`config.mk`:
```
export PLATFORM = sky130hd
export DESIGN_NAME = mmcm_drp_sequencer
export DESIGN_NICKNAME = d
export VERILOG_FILES = /design/src/rtl/mmcm_drp_sequencer.sv
export SDC_FILE = /design/constraint.sdc
export NUM_CORES = 1
export LEC_CHECK = 0
export CAP_MARGIN = 10
export CORE_UTILIZATION = 59
export CTS_CLUSTER_DIAMETER = 120
export CTS_CLUSTER_SIZE = 16
export DETAILED_ROUTE_END_ITERATION = 10
export PLACE_DENSITY = 0.8
export SYNTH_ARGS = -nofsm -noshare
export SYNTH_HDL_FRONTEND = slang
export SYNTH_SLANG_ARGS = --single-unit
```
`constraint.sdc`:
```
create_clock -name DCLK -period 4.9 [get_ports DCLK]
set_input_delay 0.735 -clock DCLK [delete_from_list [all_inputs] [get_ports DCLK]]
set_output_delay 0.735 -clock DCLK [all_outputs]
set_load 0.02 [all_outputs]
```
`src/rtl/mmcm_drp_sequencer.sv`:
```
// mmcm_drp_sequencer: applies host-loaded DRP read-modify-write entries to an MMCME2_ADV
// while holding it in reset. Build option MMCM_LOCK_TIMEOUT_EN bounds the wait for LOCKED.
module mmcm_drp_sequencer #(
    parameter int DEPTH        = 8,
    parameter int IDX_W        = $clog2(DEPTH),
    parameter int RST_HOLD     = 4,
    parameter int DRDY_TIMEOUT = 64
) (
    input  logic             DCLK,
    input  logic             RST_N,
    input  logic             CFG_WE,
    input  logic [IDX_W-1:0] CFG_IDX,
    input  logic [6:0]       CFG_DADDR,
    input  logic [15:0]      CFG_MASK,
    input  logic [15:0]      CFG_DATA,
    input  logic [IDX_W:0]   CFG_CNT,
    input  logic             START,
    output logic             BUSY,
    output logic             DONE,
    output logic             ERR,
    output logic [6:0]       DADDR,
    output logic             DEN,
    output logic             DWE,
    output logic [15:0]      DI,
    input  logic [15:0]      DO,
    input  logic             DRDY,
    output logic             MMCM_RST,
    input  logic             LOCKED
);

    localparam int HOLD_W = $clog2(RST_HOLD + 1);
    localparam int TMO_W  = $clog2(DRDY_TIMEOUT + 1);
    localparam logic [HOLD_W-1:0] HOLD_LAST = HOLD_W'(RST_HOLD - 1);
    localparam logic [TMO_W-1:0]  TMO_LAST  = TMO_W'(DRDY_TIMEOUT - 1);
    localparam logic [IDX_W:0]    CNT_MAX   = (IDX_W + 1)'(DEPTH);

    typedef enum logic [3:0] {
        ST_POR       = 4'd0,
        ST_IDLE      = 4'd1,
        ST_ASSERT    = 4'd2,
        ST_RD        = 4'd3,
        ST_WAIT_RD   = 4'd4,
        ST_WR        = 4'd5,
        ST_WAIT_WR   = 4'd6,
        ST_RELEASE   = 4'd7,
        ST_WAIT_LOCK = 4'd8
    } state_t;

    state_t            state_r;
    logic [38:0]       tbl_r [DEPTH];
    logic [IDX_W-1:0]  idx_r;
    logic [IDX_W:0]    cnt_r;
    logic [HOLD_W-1:0] hold_r;
    logic [TMO_W-1:0]  tmo_r;
    logic              lock_meta_r;
    logic              lock_s;
    logic              busy_r;
    logic              done_r;
    logic              err_r;
    logic              den_r;
    logic              dwe_r;
    logic              mmcm_rst_r;
    logic [6:0]        daddr_r;
    logic [15:0]       di_r;
    logic [IDX_W-1:0]  idx_nxt_s;
    logic              last_s;
`ifdef MMCM_LOCK_TIMEOUT_EN
    logic [15:0]       lock_cnt_r;
`endif

    function automatic logic [15:0] rmw_merge(input logic [15:0] rd,
                                              input logic [15:0] keep,
                                              input logic [15:0] set);
        return (rd & keep) | set;
    endfunction

    assign idx_nxt_s = idx_r + IDX_W'(1);
    assign last_s    = ({1'b0, idx_r} == (cnt_r - (IDX_W + 1)'(1)));

    assign BUSY     = busy_r;
    assign DONE     = done_r;
    assign ERR      = err_r;
    assign DADDR    = daddr_r;
    assign DEN      = den_r;
    assign DWE      = dwe_r;
    assign DI       = di_r;
    assign MMCM_RST = mmcm_rst_r;

    // Two-flop synchronizer bringing LOCKED into the DCLK domain.
    always_ff @(posedge DCLK or negedge RST_N) begin
        if (!RST_N) begin
            lock_meta_r <= 1'b0;
            lock_s      <= 1'b0;
        end else begin
            lock_meta_r <= LOCKED;
            lock_s      <= lock_meta_r;
        end
    end

    // Entry table; deliberately not reset, the host loads entries before use.
    always_ff @(posedge DCLK) begin
        if (CFG_WE && !busy_r) begin
            tbl_r[CFG_IDX] <= {CFG_DADDR, CFG_MASK, CFG_DATA};
        end
    end

    // Sequencer FSM; DEN/DWE/DONE default low so each is a single-cycle pulse.
    always_ff @(posedge DCLK or negedge RST_N) begin
        if (!RST_N) begin
            state_r    <= ST_POR;
            busy_r     <= 1'b0;
            done_r     <= 1'b0;
            err_r      <= 1'b0;
            den_r      <= 1'b0;
            dwe_r      <= 1'b0;
            daddr_r    <= 7'd0;
            di_r       <= 16'd0;
            mmcm_rst_r <= 1'b1;
            idx_r      <= {IDX_W{1'b0}};
            cnt_r      <= {(IDX_W + 1){1'b0}};
            hold_r     <= {HOLD_W{1'b0}};
            tmo_r      <= {TMO_W{1'b0}};
`ifdef MMCM_LOCK_TIMEOUT_EN
            lock_cnt_r <= 16'd0;
`endif
        end else begin
            done_r <= 1'b0;
            den_r  <= 1'b0;
            dwe_r  <= 1'b0;
            case (state_r)
                ST_POR: begin
                    mmcm_rst_r <= 1'b0;
                    state_r    <= ST_IDLE;
                end
                ST_IDLE: begin
                    if (START) begin
                        busy_r     <= 1'b1;
                        err_r      <= 1'b0;
                        mmcm_rst_r <= 1'b1;
                        idx_r      <= {IDX_W{1'b0}};
                        hold_r     <= {HOLD_W{1'b0}};
                        cnt_r      <= (CFG_CNT > CNT_MAX) ? CNT_MAX : CFG_CNT;
                        state_r    <= ST_ASSERT;
                    end
                end
                ST_ASSERT: begin
                    if (hold_r == HOLD_LAST) begin
                        hold_r <= {HOLD_W{1'b0}};
                        if (cnt_r == {(IDX_W + 1){1'b0}}) begin
                            state_r <= ST_RELEASE;
                        end else begin
                            daddr_r <= tbl_r[idx_r][38:32];
                            den_r   <= 1'b1;
                            state_r <= ST_RD;
                        end
                    end else begin
                        hold_r <= hold_r + HOLD_W'(1);
                    end
                end
                ST_RD: begin
                    tmo_r   <= {TMO_W{1'b0}};
                    state_r <= ST_WAIT_RD;
                end
                ST_WAIT_RD: begin
                    if (DRDY) begin
                        di_r    <= rmw_merge(DO, tbl_r[idx_r][31:16], tbl_r[idx_r][15:0]);
                        den_r   <= 1'b1;
                        dwe_r   <= 1'b1;
                        state_r <= ST_WR;
                    end else if (tmo_r == TMO_LAST) begin
                        err_r   <= 1'b1;
                        state_r <= ST_RELEASE;
                    end else begin
                        tmo_r <= tmo_r + TMO_W'(1);
                    end
                end
                ST_WR: begin
                    tmo_r   <= {TMO_W{1'b0}};
                    state_r <= ST_WAIT_WR;
                end
                ST_WAIT_WR: begin
                    if (DRDY) begin
                        if (last_s) begin
                            state_r <= ST_RELEASE;
                        end else begin
                            idx_r   <= idx_nxt_s;
                            daddr_r <= tbl_r[idx_nxt_s][38:32];
                            den_r   <= 1'b1;
                            state_r <= ST_RD;
                        end
                    end else if (tmo_r == TMO_LAST) begin
                        err_r   <= 1'b1;
                        state_r <= ST_RELEASE;
                    end else begin
                        tmo_r <= tmo_r + TMO_W'(1);
                    end
                end
                ST_RELEASE: begin
                    if (hold_r == HOLD_LAST) begin
                        hold_r     <= {HOLD_W{1'b0}};
                        mmcm_rst_r <= 1'b0;
`ifdef MMCM_LOCK_TIMEOUT_EN
                        lock_cnt_r <= 16'd0;
`endif
                        state_r    <= ST_WAIT_LOCK;
                    end else begin
                        hold_r <= hold_r + HOLD_W'(1);
                    end
                end
                ST_WAIT_LOCK: begin
                    // An aborted sequence still waits for lock but never reports DONE.
                    if (lock_s) begin
                        done_r  <= ~err_r;
                        busy_r  <= 1'b0;
                        state_r <= ST_IDLE;
                    end
`ifdef MMCM_LOCK_TIMEOUT_EN
                    else if (lock_cnt_r == 16'hFFFE) begin
                        err_r   <= 1'b1;
                        busy_r  <= 1'b0;
                        state_r <= ST_IDLE;
                    end else begin
                        lock_cnt_r <= lock_cnt_r + 16'd1;
                    end
`endif
                end
                default: begin
                    busy_r     <= 1'b0;
                    mmcm_rst_r <= 1'b1;
                    state_r    <= ST_POR;
                end
            endcase
        end
    end

endmodule

```
==> reports/summary.txt, run 1 <==
Initial Util: 0.6026
Worst Tran Pin Value: 0.9596 ns
FP Rows: 57
Worst-path clk slew: 0.08 ns
area share of the largest cell type after synthesis: 0.6374
post-synthesis sequential area ratio: 0.7261
Non-Filler Instances: 1188
Seq cells post-synth: 364
post-detail-place hpwl: 17.76 mm
Fin Hold WS: 0.3101 ns
CTS tree: yes
Die H: 159.8 um
synth cell count leaders: edfxtp_1 (312), mux4_2 (85), dfrtp_1 (51)
largest net degree at the start of global routing: 63
WS Path Type: reg -> reg
Worst EP required: 5.33 ns
RSZ-0062 raised after global routing: false
CTS Buf Count: 26
Layout Area Growth over Synthesis: 14.06%
CP Capture Type: flip-flop
All-Layer GR Usage: 0.2415
initial antenna violation count: 1
DRT Pass-1 Iters: 7
nets@finish: 917
Root Driver: clkbuf_16
Worst Hold Class: in -> async
synthesized area: 0.01470 mm^2
CTS Hold Bufs: 0
full die area: 0.02555 mm^2
Slew headroom: 0.3588
Overflow after GRT: 0
# clock sinks: 364
count leader, synth: edfxtp_1
Routed WL per cell: 25.31 um
htree depth: 1
post-CTS sizing: 0
num ports: 97
crit path launch type: flip-flop
Cells after Synth: 747
first-pass GRT wire length: 46.13 mm
Cell variety after synth: 59
EDFF count, synth: 312
vias in the first global route: 7927
Via density: 6.397
antenna cells: 0
Avg Inst Size Synth: 19.68 um^2
Peak VDD IR: 0.3505 mV
Setup Fix Bufs, Post-CTS: 0
port bufs: 96
drt total wl: 30.07 mm
Clock Path Buffers: 3
setup tns final: 0 ns
Skew-Pair Late Insertion Delay: 0.55 ns
Post-Syn Nets: 820
synth top area cells: edfxtp_1 (64%), mux4_2 (13%), dfrtp_1 (8.7%)
drt first-iter violations: 760
Cells after DPL: 1140
status: finished, final reports clean
Final Hold Viols: 0
layout cells sized above 1: 0.1840
vias: 7600
Synth Warn #: 0
most used flip-flop cell after synthesis: edfxtp_1
Routed Antenna Nets: 0
DRC viols: 0
arrival time worst endpoint: 3.45 ns
Synth async-reset ratio: 0.1429
core area: 0.02439 mm^2
Final Skew: 0.01527 ns
Critical Path Fanout Max: 29
Setup-failing EPs final: 0
Power Density: 502.3 mW/mm^2
fmax: 331.3 MHz
Final GP Congestion: 0.8867
Pins Over Slew Limit: 0
Tcrit/Tclk final: 0.6160
largest area contributor in the netlist: edfxtp_1
MaxCap Viol Count: 0
chip width: 159.8 um
minimum clock period: 3.018 ns
Leak: 0.005505 uW
[cell families (layout without fill, tap and decap cells)]
family | after synthesis | count (layout) | synth area share
simple gates | 85 | 85 | 0.03048
buf+inv | 50 | 167 | 0.01890
compound gates | 121 | 121 | 0.05661
xor+xnor | 10 | 10 | 0.006470
fa+ha+maj | 5 | 5 | 0.004256
flops | 364 | 364 | 0.7261
mux | 112 | 112 | 0.1572
[cell type report]
type,count,area [um^2]
tap,324,405.4
multi-input combinational,333,3809
inverter,9,33.78
timing repair buffer,110,1061
fill,1521,7626
clock buffer,48,775.7
sequential,364,10680
[layout by cell type (no fill, tap or decap), types with 2 or more instances in the layout]
| master | netlist | routed |
|---|---|---|
| a211oi_1 | 38 | 38 |
| nor4_1 | 2 | 2 |
| nor2_1 | 17 | 11 |
| clkbuf_1 | 13 | 20 |
| a21o_1 | 16 | 16 |
| xnor2_1 | 4 | 4 |
| nand3_1 | 5 | 4 |
| o211ai_1 | 2 | 2 |
| a31oi_1 | 2 | 2 |
| a21oi_1 | 29 | 29 |
| nor2b_1 | 7 | 7 |
| edfxtp_1 | 312 | 312 |
| o21ai_0 | 17 | 17 |
| o21bai_1 | 2 | 2 |
| mux4_2 | 85 | 85 |
| nand2_1 | 22 | 22 |
| inv_1 | 9 | 9 |
| nor2_4 | 0 | 6 |
| mux2i_1 | 10 | 10 |
| and2b_1 | 2 | 2 |
| buf_4 | 3 | 14 |
| nor3_2 | 0 | 2 |
| nand2b_1 | 6 | 6 |
| xor2_1 | 5 | 5 |
| dfrtp_1 | 51 | 48 |
| mux2_2 | 10 | 10 |
| nor3b_1 | 3 | 3 |
| o31ai_1 | 2 | 2 |
| clkdlybuf4s50_1 | 0 | 95 |
| ha_1 | 5 | 5 |
| and2_1 | 3 | 3 |
| nor3_1 | 9 | 7 |
| mux4_1 | 7 | 7 |
| dfrtp_4 | 0 | 2 |
| clkbuf_16 | 0 | 28 |
[per-stage QoR]
step	setup slack (ns)	total power [uW]	area, um^2	utilization
finish	1.882	8421	16760	0.6873
global route	1.694	8771	16760	0.6873
CTS	1.850	8470	16760	0.6873
detailed placement	1.590	6445	15990	0.6555
global placement	1.719	6342	15990	0.6555
floorplan	0.4923	5780	14700	-
[layer usage]
layer	vias up	routed length, um	track usage
met1	3941	12120	0.3425
met2	353	15330	0.4041
met5	-	0	0
li1	3261	-	-
met3	45	2189	0.03325
met4	0	429	0.05974
[flip-flops by register name (all words and copies together), names as in the netlist]
| name | cells |
|---|---|
| tbl_r | 312 |
| DADDR | 7 |
| BUSY | 1 |
| hold_r | 3 |
| ERR | 1 |
| DONE | 1 |
| tmo_r | 7 |
| DEN | 1 |
| cnt_r | 4 |
| state_r | 4 |
| MMCM_RST | 1 |
| lock_s | 1 |
| DWE | 1 |
| lock_meta_r | 1 |
| DI | 16 |
| idx_r | 3 |
[worst max-delay path, stage by stage (launching register included)]
cell and delay [ns]:
dfrtp_4 0.69, ha_1 1.01, mux4_1 0.67, mux2i_1 0.16
a21oi_1 0.08, mux2_2 0.28
[power breakdown]
part | internal (uW) | total [uW] | leakage, uW | switching (uW)
sequential | 3570 | 3880 | 0.00345 | 306
clock | 1070 | 2040 | 0.000369 | 979
combinational | 1300 | 2500 | 0.00168 | 1190
total | 5940 | 8420 | 0.00550 | 2480
[worst paths after layout]
check                            startpoint  depth (start not counted)        to  slack, ns
worst max-delay path               idx_r[0]                          5  DADDR[1]       1.88
worst min-delay path                  RST_N                          1  DADDR[3]       0.31
worst max register to register     idx_r[0]                          5  DADDR[1]       1.88
worst min register to register  lock_meta_r                          0    lock_s       0.37
max in group asynchronous             RST_N                          2  idx_r[1]       3.63
min in group DCLK               lock_meta_r                          0    lock_s       0.37
Note: power is estimated with default switching activity, not from simulation.
==> run 2, diff against run 1 <==
--- a/config.mk
+++ b/config.mk
@@ -6,11 +6,11 @@
 export NUM_CORES = 1
 export LEC_CHECK = 0
 export CAP_MARGIN = 10
-export CORE_UTILIZATION = 59
+export CORE_UTILIZATION = 53
 export CTS_CLUSTER_DIAMETER = 120
 export CTS_CLUSTER_SIZE = 16
 export DETAILED_ROUTE_END_ITERATION = 10
-export PLACE_DENSITY = 0.8
+export PLACE_DENSITY = 0.76
 export SYNTH_ARGS = -nofsm -noshare
 export SYNTH_HDL_FRONTEND = slang
 export SYNTH_SLANG_ARGS = --single-unit
==> constraint.sdc (replaced) <==
create_clock -name DCLK -period 2.71 [get_ports DCLK]
set_input_delay 0.4065 -clock DCLK [delete_from_list [all_inputs] [get_ports DCLK]]
set_output_delay 0.4065 -clock DCLK [all_outputs]
set_load 0.02 [all_outputs]
==> run 2 against run 1 <==
Effect of this change:
- first-iteration DRC count fell by 8.3%
- sequential share of layout area is 1.3 points lower
- die area up 11%
- via count fell by 1.6%
- maximum frequency is 31% higher
- highest routed layer unchanged
- final cell count up 5.7%
- sequential power up 75%
==> reports/summary.txt, run 2 (synthesis gave the netlist of run 1 again) <==
DRT Pass-1 Iters: 5 (was 7)
crit path launch type: flip-flop (unchanged)
Reg area: 0.01068 mm^2 (unchanged)
full die area: 0.02840 mm^2 (was 0.02555 mm^2)
fmax: 433.5 MHz (was 331.3 MHz)
Worst Tran Pin Value: 0.8862 ns (was 0.9596 ns)
Crit path largest cell delay: 0.42 ns (was 1.01 ns)
chip width: 168.5 um (was 159.8 um)
R2R Setup Slk: 0.40 ns (was 1.88 ns)
Worst-path clk slew: 0.08 ns (about the same)
Global Route met3 Usage: 0.02782 (was 0.03325)
cell family with most CP delay: compound AO/OA/AOI/OAI gates (was multiplexers)
Pins Over Slew Limit: 0 (unchanged)
commonest cells after routing, fill and taps aside: edfxtp_1 (312), clkdlybuf4s50_1 (95), mux4_2 (85) (unchanged)
# clock sinks: 364 (unchanged)
Die H: 168.5 um (was 159.8 um)
WS Path Type: reg -> reg (unchanged)
Root Driver: clkbuf_16 (unchanged)
Final Hold Viols: 0 (unchanged)
Filler cells: 1857 (was 1521)
Slew headroom: 0.4092 (was 0.3588)
Largest register FFs: 312 (unchanged)
Critical Path Fanout Max: 8 (was 29)
htree depth: 1 (unchanged)
FP Rows: 60 (was 57)
Skew-Pair Late Insertion Delay: 0.55 ns (about the same)
CP Capture Type: flip-flop (unchanged)
core area: 0.02710 mm^2 (was 0.02439 mm^2)
Fin Hold WS: 0.2998 ns (was 0.3101 ns)
first-pass GRT wire length: 43.53 mm (was 46.13 mm)
post-detail-place hpwl: 17.03 mm (was 17.76 mm)
vias: 7479 (was 7600)
Buf+Inv Stages, Crit Path: 1 (was 0)
worst setup path end: DADDR[2] (was DADDR[1])
Worst Reg-to-Reg Cells: 7 (was 5)
Peak VDD IR: 0.7580 mV (was 0.3505 mV)
post-layout util: 0.6314 (was 0.6873)
Most flops, register: tbl_r (unchanged)
Final Skew: 0.01538 ns (was 0.01527 ns)
crit-path cells: inv_1 -> ha_1 -> xor2_2 -> nand2_1 -> o311a_4 -> a31oi_4 -> mux2_2 (was ha_1 -> mux4_1 -> mux2i_1 -> a21oi_1 -> mux2_2)
area occupied by multi-input gates: 0.003821 mm^2 (was 0.003809 mm^2)
Tcrit/Tclk final: 0.8512 (was 0.6160)
drt first-iter violations: 697 (was 760)
drt total wl: 28.12 mm (was 30.07 mm)
Worst EP required: 3.14 ns (was 5.33 ns)
Worst R2R Start: cnt_r[0] (was idx_r[0])
layout cells sized above 1: 0.2014 (was 0.1840)
All-Layer GR Usage: 0.2025 (was 0.2415)
RSZ-0062 raised after global routing: false (unchanged)
Routed Antenna Nets: 0 (unchanged)
Clock Path Buffers: 3 (unchanged)
crit path from: cnt_r[0] (was idx_r[0])
GR met1 Demand/Resource: 0.2903 (was 0.3425)
Leak: 0.005639 uW (was 0.005505 uW)
Setup Fix Bufs, Post-CTS: 0 (unchanged)
Setup-failing EPs final: 0 (unchanged)
num ports: 97 (unchanged)
Final GP Congestion: 0.8227 (was 0.8867)
largest net degree at the start of global routing: 59 (was 63)
busiest grt layer: met2 (unchanged)
nets@finish: 937 (was 917)
met2 Usage GRT: 0.3350 (was 0.4041)
Routed WL per cell: 22.39 um (was 25.31 um)
CTS tree: yes (unchanged)
Initial Util: 0.5423 (was 0.6026)
Hold Path Depth: 1
CTS Buf Count: 26 (unchanged)
MaxCap Viol Count: 0 (unchanged)
status: finished, final reports clean (unchanged)
DRC viols: 0 (unchanged)
arrival time worst endpoint: 2.73 ns (was 3.45 ns)
vias in the first global route: 7651 (was 7927)
antenna cells: 0 (unchanged)
commonest non-fill, non-tap cell in the layout: edfxtp_1 (unchanged)
port bufs: 96 (unchanged)
Power Density: 899.1 mW/mm^2 (was 502.3 mW/mm^2)
number of cells on the critical path: 7 (was 5)
Via density: 5.955 (was 6.397)
Overflow after GRT: 0 (unchanged)
minimum clock period: 2.307 ns (was 3.018 ns)
initial antenna violation count: 0 (was 1)
Layout Area Growth over Synthesis: 16.43% (was 14.06%)
Worst Hold Class: in -> reg (was in -> async)
reg2reg end: DADDR[2] (was DADDR[1])
Worst path slowest cell: o311a_4 (was ha_1)
-- run 2: changes by cell type in the layout (fill, tap and decap cells not counted), sizes merged --
cell         before  now
buf              15   34
bufinv            0    1
clkbuf           48   46
clkinv            0    1
dlygate4sd3       0    1
-- run 2: worst min-delay path by stage --
| stage | to | startpoint |
|---|---|---|
| 4_1_cts | lock_meta_r | LOCKED |
| 6_report | lock_meta_r | LOCKED |
| 3_3_place_gp | lock_s | lock_meta_r |
| 5_1_grt | lock_meta_r | LOCKED |
| 2_1_floorplan | BUSY | RST_N |
| 3_5_place_dp | lock_s | lock_meta_r |
-- run 2: area by class of cell --
type / instances / area share
Sequential cell: 364 / 0.6241
Multi-Input combinational cell: 333 / 0.2233
Timing Repair Buffer: 130 / 0.07750
Clock buffer: 46 / 0.04241
Tap cell: 372 / 0.02720
Clock inverter: 2 / 0.003510
Inverter: 9 / 0.001974
-- run 2: repair_timing --
action                                  in CTS  in global routing
hold buffers                                 1                  0
gates resized for setup                      0                  0
endpoints found under the setup margin       0                  0
hold endpoints to repair                    15                  0
-- run 2: metal layers --
metal | part of all wire | vias up | routed length [um]
li1 | - | 3303 | -
met1 | 0.43 | 3868 | 11980
met2 | 0.50 | 274 | 13940
met3 | 0.062 | 34 | 1751
met4 | 0.016 | 0 | 447
met5 | 0 | - | 0
-- run 2: power breakdown --
part | switching [uW] | leakage [uW] | internal (uW)
Combinational | 2390 | 0.00182 | 2500
Sequential | 334 | 0.00345 | 6460
Clock | 1780 | 0.000370 | 1920
-- run 2: metrics by stage --
stage               cells  worst slack (ns)  TNS [ns]  instance area (um^2)  total power [uW]
finish               1256            0.4032         0                 17110             15390
global route         1256            0.2725         0                 17110             16070
CTS                  1256            0.3696         0                 17110             15550
detailed placement   1207            0.3757         0                 16320             11830
global placement     1207            0.4222         0                 16320             11760
floorplan             747           -0.3840    -65.19                 14710             10450
